[config.mk]
export PLATFORM = sky130hd
export DESIGN_NAME = apb_to_ahbl
export DESIGN_NICKNAME = d
export VERILOG_FILES = /design/src/rtl/apb_to_ahbl.sv
export SDC_FILE = /design/constraint.sdc
export NUM_CORES = 1
export LEC_CHECK = 0
export CAP_MARGIN = 20
export CELL_PAD_IN_SITES_DETAIL_PLACEMENT = 0
export CELL_PAD_IN_SITES_GLOBAL_PLACEMENT = 1
export CORE_ASPECT_RATIO = 1.4
export CORE_UTILIZATION = 32
export CTS_BUF_LIST = sky130_fd_sc_hd__clkbuf_8
export DETAILED_ROUTE_END_ITERATION = 10
export PLACE_DENSITY = 0.89
export SYNTH_ARGS = -nofsm -noshare
export SYNTH_HDL_FRONTEND = slang
export SYNTH_SLANG_ARGS = --single-unit
[constraint.sdc]
create_clock -name clk -period 2.5 [get_ports clk]
set_input_delay 0.75 -clock clk [delete_from_list [all_inputs] [get_ports clk]]
set_output_delay 0.75 -clock clk [all_outputs]
set_load 0.005 [all_outputs]
[src/rtl/apb_to_ahbl.sv]
// APB slave to AHB-Lite master bridge: one single-word AHB transfer per APB access.
// Optional APB_TO_AHBL_SLVERR_EN forwards AHB error responses to pslverr.
module apb_to_ahbl #(
    parameter int                   W_PADDR    = 16,
    parameter int                   W_HADDR    = 32,
    parameter int                   W_DATA     = 32,
    parameter logic [W_HADDR-1:0]   HADDR_BASE = '0
) (
    input  logic                clk,
    input  logic                rst_n,

    input  logic                apbs_psel,
    input  logic                apbs_penable,
    input  logic                apbs_pwrite,
    input  logic [W_PADDR-1:0]  apbs_paddr,
    input  logic [W_DATA-1:0]   apbs_pwdata,
    output logic                apbs_pready,
    output logic [W_DATA-1:0]   apbs_prdata,
    output logic                apbs_pslverr,

    output logic [W_HADDR-1:0]  ahblm_haddr,
    output logic                ahblm_hwrite,
    output logic [1:0]          ahblm_htrans,
    output logic [2:0]          ahblm_hsize,
    output logic [2:0]          ahblm_hburst,
    output logic [3:0]          ahblm_hprot,
    output logic                ahblm_hmastlock,
    output logic [W_DATA-1:0]   ahblm_hwdata,
    input  logic                ahblm_hready,
    input  logic                ahblm_hresp,
    input  logic [W_DATA-1:0]   ahblm_hrdata
);

    // state  | meaning
    // S_IDLE | waiting for APB setup phase
    // S_ADDR | AHB address phase, NONSEQ on htrans
    // S_DATA | AHB data phase, waiting for hready
    // S_RESP | APB completion, pready high for one cycle
    localparam logic [1:0] S_IDLE = 2'd0;
    localparam logic [1:0] S_ADDR = 2'd1;
    localparam logic [1:0] S_DATA = 2'd2;
    localparam logic [1:0] S_RESP = 2'd3;

    logic [1:0]         state;
    logic [W_HADDR-1:0] haddr_q;
    logic               hwrite_q;
    logic [W_DATA-1:0]  hwdata_q;
    logic [W_DATA-1:0]  prdata_q;

`ifdef APB_TO_AHBL_SLVERR_EN
    logic               err_q;
`else
    logic               unused_hresp;
    assign unused_hresp = ahblm_hresp;
`endif

    always_ff @(posedge clk or negedge rst_n) begin
        if (!rst_n) begin
            state    <= S_IDLE;
            haddr_q  <= '0;
            hwrite_q <= 1'b0;
            hwdata_q <= '0;
            prdata_q <= '0;
`ifdef APB_TO_AHBL_SLVERR_EN
            err_q    <= 1'b0;
`endif
        end else begin
            case (state)
                S_IDLE: begin
                    if (apbs_psel && !apbs_penable) begin
                        haddr_q  <= HADDR_BASE | W_HADDR'(apbs_paddr);
                        hwrite_q <= apbs_pwrite;
                        hwdata_q <= apbs_pwdata;
                        state    <= S_ADDR;
                    end
                end
                S_ADDR: begin
                    if (ahblm_hready) state <= S_DATA;
                end
                S_DATA: begin
                    // error flag only counts on the final hready=1 cycle of a two-cycle error
                    if (ahblm_hready) begin
                        if (!hwrite_q) prdata_q <= ahblm_hrdata;
`ifdef APB_TO_AHBL_SLVERR_EN
                        err_q <= ahblm_hresp;
`endif
                        state <= S_RESP;
                    end
                end
                S_RESP:  state <= S_IDLE;
                default: state <= S_IDLE;
            endcase
        end
    end

    assign apbs_pready  = (state == S_RESP);
    assign apbs_prdata  = prdata_q;
`ifdef APB_TO_AHBL_SLVERR_EN
    assign apbs_pslverr = (state == S_RESP) && err_q;
`else
    assign apbs_pslverr = 1'b0;
`endif

    assign ahblm_haddr     = haddr_q;
    assign ahblm_hwrite    = hwrite_q;
    assign ahblm_hwdata    = hwdata_q;
    assign ahblm_htrans    = (state == S_ADDR) ? 2'b10 : 2'b00;
    assign ahblm_hsize     = 3'b010;
    assign ahblm_hburst    = 3'b000;
    assign ahblm_hprot     = 4'b0011;
    assign ahblm_hmastlock = 1'b0;

endmodule

# Yosys cells after proc, flatten, opt, wreduce, memory -nomap -nowiden
# Index checks and enable logic that the tools add are counted.
# word_totals
register_bits,83
input_bits,87
wordCells,23
# op_classes
n_reduce_logical,6
bitwise,1
eq_ne,6
n_mux,5
# op_table
op,n
2-to-1 mux 2 bit,4
one-hot mux 2 bit (4 select lines),1
!= test 2 bit (second input constant),3
AND reduction 3 bit,2
== test 2 bit (second input constant),2
== test 2 x 1 -> 1 bit (second input constant),1
zero test 2 bit,1
AND reduction 2 bit,1
logical AND 1 bit,1
zero test 1 bit,1
inverter 1 bit,1

# Logic depth before layout (Yosys ltp)
# depth
depth_word,4
ltp_mapped,6

# Least setup slack after synthesis
# No wires, ideal clock.
# synth_timing
path_type,input to register
startpoint,input port apbs_penable
endpoint,register hwdata_q[10] (netlist: ahblm_hwdata[10])
arrival_time_ns,1.470
stages,4
path_buffers,2
setup_time_ns,0.125
setup_slack_ns,0.905
required_time_ns,2.375
cell_sequence,nand3b_4 buf_6 buf_6 mux2_4
# synth_via
elab_chain_len,3
# synth_lines
item,line_no,source
start: declaration,13,"input logic apbs_penable,"
zero test 1 bit,70,if (apbs_psel && !apbs_penable) begin
logical AND 1 bit,70,
AND reduction 2 bit (no source line),n/a,
end signal: assignment,73,hwdata_q <= apbs_pwdata;
end: declaration,47,logic [W_DATA-1:0] hwdata_q;
# Every way passes these cells.
# A chain may end at the register's enable or synchronous reset.

# Final worst setup path
# layout_timing
startpoint,register state[1]
endpoint,output port ahblm_htrans[1]
# layout_via
elab_chain_len,2
# layout_lines
item,line_no,source
start: declaration,44,logic [1:0] state;
start signal: assignment,59,state <= S_IDLE;
start signal: assignment,74,state <= S_ADDR;
start signal: assignment,78,if (ahblm_hready) state <= S_DATA;
== test 2 x 1 -> 1 bit,107,assign ahblm_htrans = (state == S_ADDR) ? 2'b10 : 2'b00;
2-to-1 mux 2 bit,107,
end: declaration,23,"output logic [1:0] ahblm_htrans,"
# Every way passes these cells.

==> flow_summary.ini <==
[cells_and_area]
utilization_pct = 51.6
area_growth_pct = 56.3
drive_gt1_share_pct = 25.9
antenna_cells = 0
fin_nets = 484

[sta]
max_slew_margin_pct = 63.4
finalCritPeriodShare_pct = 93.2
finClkSkew_ps = 9.41
finalHoldViolations = 0
setup_viol = 0
fin_setup_tns_ps = 0
grt_setup_unrepaired = no
max_freq_ghz = 0.429
min_period_ps = 2330
tightest_slew_ps = 548
maxSlewViolCount = 0

[floorplanning]
die_area_um2 = 11200
fp.dieH_um = 125
core-area_um2 = 10500
rows = 44
io_pins = 199
start_util_pct = 33.0
die_w_um = 89.8

[outcome]
status = complete, no violations

[logic_synthesis]
synth_cell_types = 15
ys_warn_count = 0
synthCells = 218
async_flop_share_pct = 100
synth_top_area_share_pct = 60.1
ys_seq_elements = 83
synthTopCellsByArea = dfrtp_1, mux2_2, buf_4, mux2_4, ha_1
ys_seq_area_share_pct = 60.1
synth_top_area_cell = dfrtp_1
synth_flop_cell = dfrtp_1
syn_avg_cell_area_um2 = 15.8
synth_edf_count = 0
synth.most_common_cell = dfrtp_1
synth_commonest_cells = dfrtp_1, mux2_2, buf_4
netlist_area_um2 = 3450

[run]
maxCapViolCount = 0

[power_and_ir_drop]
ir_drop_uv = 509
power_mw = 6.04
clockPowerShare_pct = 15.6
power_frac_seq_pct = 39.3
power_per_cell_area_nw_per_um2 = 1120
combPwrFrac_pct = 45.1
p_switching_mw = 1.57
p_leak_nw = 2.38
p_int_mw = 4.47
swShare_pct = 26.1

[clock_network]
postCtsSetupRepairBufs = 0
cts_resized = 0
cts_root_buf = clkbuf_8
path_clk_slew_ps = 90
clock_latency_ps = 350
cts_tree = done
h-tree-depth = 3
clockBufferDepth = 2
postCtsHoldBufs = 0
cts_made_buffers = 9
cts_sinks = 83

[worst_setup_path]
crit_start = state[1]$_DFFE_PN0P_
path_class = flop to primary output
required_ps = 1750
cp_cell_sequence = inv_1 > ha_1 > clkdlybuf4s50_1
start_kind = flop
cp-end-kind = primary output
path_delay_family = buffers and inverters
slowest_delay_ps = 530
path_max_fanout = 4
path_buf_inv = 2
cp_slowest_cell = clkdlybuf4s50_1
crit_arrival_ps = 1580
worstReg2RegStart = state[0]$_DFFE_PN0P_

[placed_design]
hpwlAfterDp_um = 5800
io_buffers = 168
gp_congestion = 0.678

[detailed_routing]
drc = 0
postRouteAntennaNets = 0
wl_per_cell_um = 14.4
vias_per_cell = 4.27
drt_first_pass_iters = 4
vias = 2285
totalWireLength_um = 7700
drt-initial-drc-count = 56

[global_routing]
grt_pass1_wl_um = 12400
antenna_found_initial = 0
grt_pass1_vias = 2468
grt_usage_pct = 14.1
overflow = 0
grt_max_degree = 44

[min_path]
holdCritPathClass = input pin to asynchronous set/reset pin
## registers in the layout (all words and copies together) (netlist names)
| name | flops |
|---|---|
| apbs_prdata | 32 |
| ahblm_haddr | 16 |
| ahblm_hwrite | 1 |
| state | 2 |
| ahblm_hwdata | 32 |
## worst register-to-register path, cell delays in order, from the launching register on
cell,delay [ps]
dfrtp_1,380
inv_1,100
ha_1,250
nand3b_4,170
buf_12,220
mux2_2,380
## cell type report
type	instances	area (µm²)
fillers	930	5060
flip-flops and latches	83	2080
repair buffers	173	1750
multi-input cells	123	1190
well taps	138	173
clock buffers	10	138
clock inverters	6	57.6
inverters	2	7.51
## worst paths after layout
kind | endpoint | slack (ps) | cells past startpoint
worst min-delay path | ahblm_hwdata[7]$_DFFE_PN0P_ | 380 | 1
worst min register to register | ahblm_hwdata[25]$_DFFE_PN0P_ | 510 | 1
worst max register to register | ahblm_hwdata[29]$_DFFE_PN0P_ | 890 | 5
worst max-delay path | ahblm_htrans[1] | 170 | 3
min in group clk | ahblm_hwdata[25]$_DFFE_PN0P_ | 510 | 1
max in group asynchronous | apbs_prdata[31]$_DFFE_PN0P_ | 1490 | 2
## stage by stage
stage,worst slack [ps],instance area [µm²],hold slack (ps),std cells
floorplan,905,3550,454,245
global placement,344,5200,487,519
detailed placement,312,5200,493,519
CTS,133,5400,383,535
global route,49.6,5400,415,535
finish,170,5400,382,535
## layer usage
layer / up-vias / global-route usage [%] / share of wire, %
li1: 1035 / - / -
met1: 1122 / 15.2 / 37
met2: 116 / 25.8 / 54
met3: 12 / 3.79 / 7.0
met4: 0 / 5.98 / 1.9
met5: - / 0 / 0
## power groups by stage
stage / logic (mW) / registers (mW) / clock network (mW)
floorplan: 1.01 / 2.43 / 0
global placement: 2.71 / 2.35 / 0
detailed placement: 2.76 / 2.40 / 0
CTS: 2.78 / 2.38 / 0.989
global route: 2.92 / 2.46 / 1.03
finish: 2.73 / 2.37 / 0.943
## cells by family after synthesis
kind of cell,after synthesis,share of synthesized area (%)
other,2,0.217
buffers and inverters,39,8.26
flip-flops,83,60.1
adder cells (fa/ha/maj),5,1.81
multiplexers,83,28.1
AO/OA/AOI/OAI,1,0.254
AND/OR/NAND/NOR,5,1.20
## cells in the final DEF (no fill, tap or decap)
cell / synthesis / routed
clkdlybuf4s50_1: 0 / 167
dfrtp_1: 83 / 83
mux2_2: 72 / 72
conb_1: 2 / 29
mux2_4: 10 / 10
clkbuf_8: 0 / 10
ha_1: 5 / 5
inv_1: 2 / 4
buf_4: 32 / 3
buf_12: 0 / 3
nor2_1: 2 / 2
clkinvlp_4: 0 / 2
nand3b_4: 1 / 1
nand3b_1: 1 / 1
nand2b_1: 1 / 1
a2bb2oi_1: 1 / 1
mux2i_1: 1 / 1
bufinv_16: 0 / 1
clkinv_2: 0 / 1
No activity file was read; power rests on OpenSTA's default activity.
